File: src/rtl/recirculator_gen.sv
// -----------------------------------------------------------------------------
// recirculator_gen
//
// Steers a multi-lane word stream either forward to the downstream mux path
// or back to the probe (recirculation).  The selector_idle input picks the
// mode.  Every change of mode passes through a one-cycle SWITCH state.  In
// that cycle no lane word is presented on either path, and the valid lanes
// arriving in that cycle are counted as dropped.
//
// Ports
//   clk            rising-edge clock
//   reset          synchronous, active-low reset
//   data_in        LANES*DATA_W lane data, lane i at [i*DATA_W +: DATA_W]
//   valid_in       per-lane qualifier for data_in
//   selector_idle  1 = forward path, 0 = recirculate to probe
//   fwd_data       registered lane data to the downstream mux logic
//   fwd_valid      per-lane valid for fwd_data
//   rec_data       registered lane data returned to the probe
//   rec_valid      per-lane valid for rec_data
//   rec_count      per-lane saturating count of recirculated words
//   drop_count     saturating count of valid words discarded in SWITCH
//   state          current FSM state encoding
//
// States
//   state  | meaning
//   RST    | held in reset; all outputs and counters cleared
//   FWD    | capture lanes onto the forward path
//   RECIRC | capture lanes onto the recirculation path
//   SWITCH | one-cycle changeover; nothing captured, valid lanes dropped
//
// Outputs are decided by the state entered at an edge.  Inputs sampled at
// edge k are therefore visible on the outputs just after edge k.
// -----------------------------------------------------------------------------
module recirculator_gen #(
   parameter int DATA_W = 8,
   parameter int LANES  = 4,
   parameter int CNT_W  = 16
) (
   input  logic                    clk,
   input  logic                    reset,
   input  logic [LANES*DATA_W-1:0] data_in,
   input  logic [LANES-1:0]        valid_in,
   input  logic                    selector_idle,
   output logic [LANES*DATA_W-1:0] fwd_data,
   output logic [LANES-1:0]        fwd_valid,
   output logic [LANES*DATA_W-1:0] rec_data,
   output logic [LANES-1:0]        rec_valid,
   output logic [LANES*CNT_W-1:0]  rec_count,
   output logic [CNT_W-1:0]        drop_count,
   output logic [1:0]              state
);

   typedef enum logic [1:0] {
      ST_RST    = 2'b00,
      ST_FWD    = 2'b01,
      ST_RECIRC = 2'b10,
      ST_SWITCH = 2'b11
   } state_t;

   localparam int               POP_W   = $clog2(LANES + 1);
   localparam int               SUM_W   = CNT_W + POP_W;
   localparam logic [CNT_W-1:0] CNT_MAX = '1;

   state_t                    r_state;
   state_t                    w_state_nxt;
   state_t                    w_mode;

   logic [LANES*DATA_W-1:0]   r_fwd_data;
   logic [LANES*DATA_W-1:0]   r_rec_data;
   logic [LANES-1:0]          r_fwd_valid;
   logic [LANES-1:0]          r_rec_valid;
   logic [CNT_W-1:0]          r_rec_cnt [LANES];
   logic [CNT_W-1:0]          r_drop_cnt;

   logic [LANES*DATA_W-1:0]   w_fwd_data_nxt;
   logic [LANES*DATA_W-1:0]   w_rec_data_nxt;
   logic [LANES-1:0]          w_fwd_valid_nxt;
   logic [LANES-1:0]          w_rec_valid_nxt;
   logic [CNT_W-1:0]          w_rec_cnt_nxt [LANES];
   logic [CNT_W-1:0]          w_drop_cnt_nxt;

   logic [POP_W-1:0]          w_pop;
   logic [SUM_W-1:0]          w_drop_sum;
   logic [CNT_W-1:0]          w_drop_sat;

   // ---------------------------------------------------------------------
   // Next-state logic.  From RST and from SWITCH the machine goes straight
   // to whichever mode the selector asks for.  So a one-cycle selector
   // glitch costs one SWITCH cycle and then returns to the old mode.
   // ---------------------------------------------------------------------
   always_comb begin
      w_mode      = selector_idle ? ST_FWD : ST_RECIRC;
      w_state_nxt = r_state;
      if (!reset) begin
         w_state_nxt = ST_RST;
      end else begin
         case (r_state)
            ST_RST,
            ST_SWITCH: w_state_nxt = w_mode;
            ST_FWD:    w_state_nxt = selector_idle ? ST_FWD : ST_SWITCH;
            ST_RECIRC: w_state_nxt = selector_idle ? ST_SWITCH : ST_RECIRC;
            default:   w_state_nxt = ST_RST;
         endcase
      end
   end

   always_ff @(posedge clk) begin
      r_state <= w_state_nxt;
   end

   // ---------------------------------------------------------------------
   // Drop accounting: the number of valid lanes in a SWITCH cycle is added
   // to the drop counter.  The add is done one bit-group wider than the
   // counter so that any overflow can be detected and clamped.
   // ---------------------------------------------------------------------
   always_comb begin
      w_pop = '0;
      for (int i = 0; i < LANES; i++) begin
         w_pop = w_pop + POP_W'(valid_in[i]);
      end
   end

   assign w_drop_sum = {{POP_W{1'b0}}, r_drop_cnt} + {{CNT_W{1'b0}}, w_pop};
   assign w_drop_sat = (w_drop_sum > SUM_W'(CNT_MAX)) ? CNT_MAX
                                                      : w_drop_sum[CNT_W-1:0];

   // ---------------------------------------------------------------------
   // Datapath next values, chosen by the state being entered.  Valids
   // default to 0, so a lane word can only ever be on one path.  Data
   // buses hold unless their own path is selected.
   // ---------------------------------------------------------------------
   always_comb begin
      w_fwd_data_nxt  = r_fwd_data;
      w_rec_data_nxt  = r_rec_data;
      w_fwd_valid_nxt = '0;
      w_rec_valid_nxt = '0;
      w_drop_cnt_nxt  = r_drop_cnt;
      w_rec_cnt_nxt   = r_rec_cnt;
      case (w_state_nxt)
         ST_FWD: begin
            w_fwd_data_nxt  = data_in;
            w_fwd_valid_nxt = valid_in;
         end
         ST_RECIRC: begin
            w_rec_data_nxt  = data_in;
            w_rec_valid_nxt = valid_in;
            for (int i = 0; i < LANES; i++) begin
               if (valid_in[i] && (r_rec_cnt[i] != CNT_MAX)) begin
                  w_rec_cnt_nxt[i] = r_rec_cnt[i] + 1'b1;
               end
            end
         end
         ST_SWITCH: begin
            w_drop_cnt_nxt = w_drop_sat;
         end
         default: begin
         end
      endcase
   end

   always_ff @(posedge clk) begin
      if (!reset) begin
         r_fwd_data  <= '0;
         r_rec_data  <= '0;
         r_fwd_valid <= '0;
         r_rec_valid <= '0;
         r_drop_cnt  <= '0;
         for (int i = 0; i < LANES; i++) begin
            r_rec_cnt[i] <= '0;
         end
      end else begin
         r_fwd_data  <= w_fwd_data_nxt;
         r_rec_data  <= w_rec_data_nxt;
         r_fwd_valid <= w_fwd_valid_nxt;
         r_rec_valid <= w_rec_valid_nxt;
         r_drop_cnt  <= w_drop_cnt_nxt;
         for (int i = 0; i < LANES; i++) begin
            r_rec_cnt[i] <= w_rec_cnt_nxt[i];
         end
      end
   end

   // ---------------------------------------------------------------------
   // Output mapping
   // ---------------------------------------------------------------------
   for (genvar g = 0; g < LANES; g++) begin : g_rec_count
      assign rec_count[g*CNT_W +: CNT_W] = r_rec_cnt[g];
   end

   assign fwd_data   = r_fwd_data;
   assign fwd_valid  = r_fwd_valid;
   assign rec_data   = r_rec_data;
   assign rec_valid  = r_rec_valid;
   assign drop_count = r_drop_cnt;
   assign state      = r_state;

endmodule

File: config.mk
export PLATFORM = sky130hd
export DESIGN_NAME = recirculator_gen
export DESIGN_NICKNAME = d
export VERILOG_FILES = /design/src/rtl/recirculator_gen.sv
export SDC_FILE = /design/constraint.sdc
export NUM_CORES = 1
export LEC_CHECK = 0
export ABC_CLOCK_PERIOD_IN_PS = 7660
export BUFFER_PORTS_ARGS = -buffer_cell sky130_fd_sc_hd__buf_2
export CORE_MARGIN = 4
export CORE_UTILIZATION = 56
export CTS_CLUSTER_SIZE = 28
export DETAILED_ROUTE_END_ITERATION = 8
export PLACE_DENSITY = 0.88
export SLEW_MARGIN = 30
export SYNTH_ARGS = -nofsm -noshare
export SYNTH_HDL_FRONTEND = slang
export SYNTH_SLANG_ARGS = --single-unit
export TNS_END_PERCENT = 50
File: constraint.sdc
create_clock -name clk -period 7.66 [get_ports clk]
set_clock_uncertainty 0.1 [all_clocks]
set_input_delay 0.383 -clock clk [delete_from_list [all_inputs] [get_ports clk]]
set_output_delay 0.383 -clock clk [all_outputs]
set_load 0.03 [all_outputs]
Word-level counts from Yosys, hierarchy flattened
Index checks and enable logic that the tools add are counted.

Register bits after elaboration: 154. Bits in latches: 0. RAM bits: 0. Memory bits (read-only): 0. Input bits: 39. Output and inout port bits: 154. Memories: 0.

$add $sub $neg: 8. Multipliers: 0. Div/mod/pow operators: 0. Magnitude comparators: 1. Eq/ne operators: 10. Shifts and indexed selects: 0. Multiplexer cells: 6. Bitwise logic cells: 0. Reductions and logical operators: 12.

Operator list (count): 16-bit by 1-bit adder with 16-bit output, second input constant (4); 16-bit != test, second input constant (4); 16-bit by 3-bit adder with 17-bit output (1); 17-bit by 16-bit greater-than comparator with 1-bit output, second input constant (1); 16-bit two-way mux (1); 2-bit AND reduction (6); 2-bit == test, second input constant (4); 2-bit two-way mux (3); 2-bit case mux with 3 select lines (1); 2-bit by 1-bit == test with 1-bit output, second input constant (2); 1-bit logical AND (4); 2-bit by 1-bit adder with 3-bit output (1); 3-bit by 1-bit adder with 3-bit output (1); 1-bit by 1-bit adder with 2-bit output (1); 2-bit zero test (1); 2-bit OR reduction (1); 1-bit two-way mux (1).

Logic depth before layout (Yosys ltp)
Depth in word-level cells: 6. Gate-level depth with buffers: 10.

Worst setup path before layout
OpenSTA, ideal clock, no wires.

Path kind: in2reg. Start: input valid_in[0]. End: register r_drop_cnt[6] (netlist: drop_count[6]). Setup time: 78 ps. Arrival time: 2553 ps. Slack: 4929 ps. Cell stages on the path: 10. Path buffers: 0. Cells stage by stage: fa_1 > inv_1 > fa_1 > inv_1 > fa_1 > and4_1 > nand4_1 > o31ai_1 > nor2_1 > nor3_1.

Word-level cells in the longest chain between the ends: 6.

RTL lines: start: declaration (RTL line 42) `input logic [LANES-1:0] valid_in,`; 1-bit by 1-bit adder with 2-bit output * (RTL line 119) `w_pop = w_pop + POP_W'(valid_in[i]);`; 2-bit by 1-bit adder with 3-bit output * (RTL line 119); 3-bit by 1-bit adder with 3-bit output * (RTL line 119); 16-bit by 3-bit adder with 17-bit output * (RTL line 123) `assign w_drop_sum = {{POP_W{1'b0}}, r_drop_cnt} + {{CNT_W{1'b0}}, w_pop};`; 17-bit by 16-bit greater-than comparator with 1-bit output (RTL line 124) `assign w_drop_sat = (w_drop_sum > SUM_W'(CNT_MAX)) ? CNT_MAX`; 16-bit two-way mux * (RTL line 124); end signal: assignment (RTL line 176) `r_drop_cnt <= w_drop_cnt_nxt;`; end: declaration (RTL line 73) `logic [CNT_W-1:0] r_drop_cnt;`.

Mark *: on every way between the ends. The rest lies on a longest branch, timed or not. A chain may end at the register's enable or synchronous reset.

Worst setup path in the final report
Start: input reset. End: register r_fwd_data[10] (netlist: fwd_data[10]).

Word-level cells in the longest chain between the ends: 2.

RTL lines: start: declaration (RTL line 40) `input logic reset,`; 2-bit two-way mux (RTL line 94) `if (!reset) begin`; net w_state_nxt[0] (RTL line 65) `state_t w_state_nxt;`; 2-bit by 1-bit == test with 1-bit output (RTL line 139) `case (w_state_nxt)`; end signal: assignment (RTL line 172) `r_fwd_data <= w_fwd_data_nxt;`; end: declaration (RTL line 68) `logic [LANES*DATA_W-1:0] r_fwd_data;`.

The timed path passes the listed nets, and every way through them passes these cells.

==> impl_metrics.toml <==
[clock_tree]
cts_max_path_buffers = 2
ctsResizeCount = 0
clk_pin_slew_ns = 0.06
h-tree-depth = 4
postCtsSetupBuffers = 0
clk_latency_ns = 0.42
cts-root-buf = "clkbuf_16"
cts-buffers-inserted = 17
cts_tree = "done"
postCtsHoldBufs = 0
clock-sinks = 154

[synthesis]
synth_top_flop_cell = "dfxtp_1"
synthArstFlopShare_pct = 0
ys_warn_count = 0
syn_avg_cell_area_um2 = 8.708
syn-cell-area_um2 = 6653
yosys_register_bits = 154
synth_nets = 813
synthCells = 764
ys_seq_area_share_pct = 46.34
synth_enable_flop_cells = 0
synth_cell_types = 63

[route]
wl_per_cell_um = 15.58
num_vias = 6229
wirelength_um = 17140
via_per_inst = 5.663
ant_nets = 0
drc = 0
drt_pass1_iterations = 6
drtIter0Drc = 593

[hold_path]
holdCritPathClass = "input pin to flop"

[sta]
finalCritPeriodShare_pct = 36.39
fin_crit_ns = 2.788
slew_headroom_pct = 45.56
slew_violations = 0
grt_setup_unrepaired = "no"
setup_tns_ns = 0
worst_pin_slew_ns = 0.8157
finalHoldViolCount = 0
setup_viol = 0
max_freq_mhz = 358.7

[grt]
grt_max_degree = 103
antenna_found_initial = 1
gr-total-overflow = 0
grt.total_usage_pct = 24.99
grt_pass1_wl_um = 27390
grt_pass1_vias = 5702

[die]
fp.coreArea_um2 = 11520
die-area_um2 = 13690
die-height_um = 117.0
die_x_um = 117.0
num_rows = 39
start_util_pct = 57.77
ioPinCount = 193

[placement]
dp_hpwl_um = 11840
gp_congestion = 0.8359
port_buffers = 192

[pwr]
powerDensity_nw_per_um2 = 223.7
ir_drop_mv = 0.1146
p_leak_nw = 3.927

[job]
cap_violations = 0

[final_layout]
syn_to_final_growth_pct = 23.64
register_area_um2 = 3083
multi_input_area_um2 = 3324
finalNetCount = 992
drive_above_1_share_pct = 27.30
finalCoreUtilization_pct = 71.43
nFillCells = 883

[status]
status = "completed"

[critical_path]
cp_data_required_time_ns = 7.92
cp_max_fo = 102
start_kind = "input pin"
endpoint_kind = "flop"
worst-setup-path-type = "input pin to flop"
arrival_ns = 3.05
[final cells by class]
class	instances	share of cell area [%]
multi-input combinational	556	40.42
clock inverter	14	1.643
antenna	1	0.03042
sequential	154	37.48
clock buffer	18	5.339
tap	143	2.175
inverter	19	0.8823
timing repair buffer	195	12.03
[routing by layer]
layer  routed length, um  global-route usage, %  vias to the layer above
li1                    -                      -                     3008
met1                7323                  32.16                     2894
met2                7914                  39.17                      283
met3                1367                  6.324                       44
met4                 531                  12.31                        0
met5                   0                      0                        -
[worst paths after layout]
kind                                           startpoint                         end  slack, ns  depth (start not counted)
worst max-delay path                                reset   fwd_data[10]$_SDFFE_PN0N_       4.87                          7
worst min register to register  fwd_data[26]$_SDFFE_PN0N_   fwd_data[26]$_SDFFE_PN0N_       0.35                          2
worst max register to register           state[0]$_DFF_P_  rec_count[30]$_SDFFE_PN0P_       5.12                          7
worst min-delay path                          data_in[26]   rec_data[26]$_SDFFE_PN0P_       0.06                          3
[through the flow]
step	cell area [um^2]	hold WS [ns]	total power [W]	std cells	setup WS [ns]
after global routing	8225	0.04885	0.001904	1100	4.619
after CTS	8218	0.04423	0.001850	1099	4.947
after global placement	7640	0.3388	0.001042	1067	4.523
after detailed placement	7644	0.3422	0.001046	1067	4.507
after floorplan	6653	0.3749	0.0009849	764	4.929
final	8225	0.06105	0.001840	1100	4.872
[cells in the mapped netlist (all sizes together) (2+ instances only)]
library cell / number / area, um^2
nor3: 23 / 125.1
xnor2: 37 / 324.1
and4: 10 / 90.09
a311oi: 2 / 23.77
clkbuf: 16 / 60.06
and2: 6 / 37.54
o21ai: 20 / 103.9
xor2: 4 / 35.03
a21oi: 10 / 50.05
dfxtp: 154 / 3083
inv: 19 / 71.32
nand2: 175 / 659.4
and3: 8 / 50.05
nor4: 16 / 176.4
a211oi: 4 / 35.03
or3: 2 / 12.51
nor2b: 2 / 12.51
nand4: 24 / 177.7
ha: 7 / 87.58
a2111oi: 2 / 42.54
o211a: 4 / 40.04
o211ai: 4 / 30.03
fa: 3 / 60.06
or2: 3 / 18.77
nand3: 100 / 548.0
buf: 19 / 117.6
nor2: 47 / 176.4
and4bb: 2 / 25.02
nand2b: 6 / 37.54
mux2i: 18 / 180.2
nor3b: 2 / 15.01
a31oi: 4 / 40.04
and4b: 2 / 20.02
[layout by cell type (no fill, tap or decap), types with 3 or more instances in the layout]
cell type   count
nor4_1          8
dfxtp_1       154
nor2_1         47
inv_6           5
xor2_1          4
clkinv_2        3
buf_2         191
clkinvlp_4      3
nand3_4         3
nor3_1         21
fa_1            3
o211ai_1        4
and3_1          8
buf_4           3
nand2b_1        6
nor4_4          3
clkbuf_16      17
nand4_1        21
o211a_1         4
inv_1          17
and2_1          5
nand3_1        95
a31oi_1         3
nor4_2          5
and4_1          9
mux2i_1        18
a211oi_1        3
ha_1            7
o21ai_1        10
o21ai_0         9
a21oi_1        10
nand2_1       173
xnor2_1        37
[cells by family after synthesis]
family                     after synthesis  synth area share [%]
AOI/OAI and AO/OA                       57                 6.432
xor gates and xnor gates                41                 5.398
adders and majority gates               10                 2.219
buffers and inverters                   54                 3.743
DFF                                    154                 46.34
muxes                                   18                 2.708
and+or+nand+nor                        430                 33.16
[critical path, stage by stage]
cell,delay [ns]
buf_6,0.54
clkinv_2,0.86
a21oi_1,0.45
and3_1,0.21
buf_4,0.36
nand2_1,0.11
nand2_1,0.07
[registers in the layout, indices dropped and copies added, names as in the netlist]
register    cells
fwd_valid       4
state           2
rec_valid       4
fwd_data       32
drop_count     16
rec_data       32
rec_count      64
[power by group]
part	internal [W]	total, W	switching, W	leakage (nW)
combinational	0.0000495	0.000182	0.000132	2.40
sequential	0.000830	0.000848	0.0000177	1.25
clock	0.000462	0.000810	0.000348	0.276
total	0.00134	0.00184	0.000498	3.93
No activity file was read; power rests on OpenSTA's default activity.
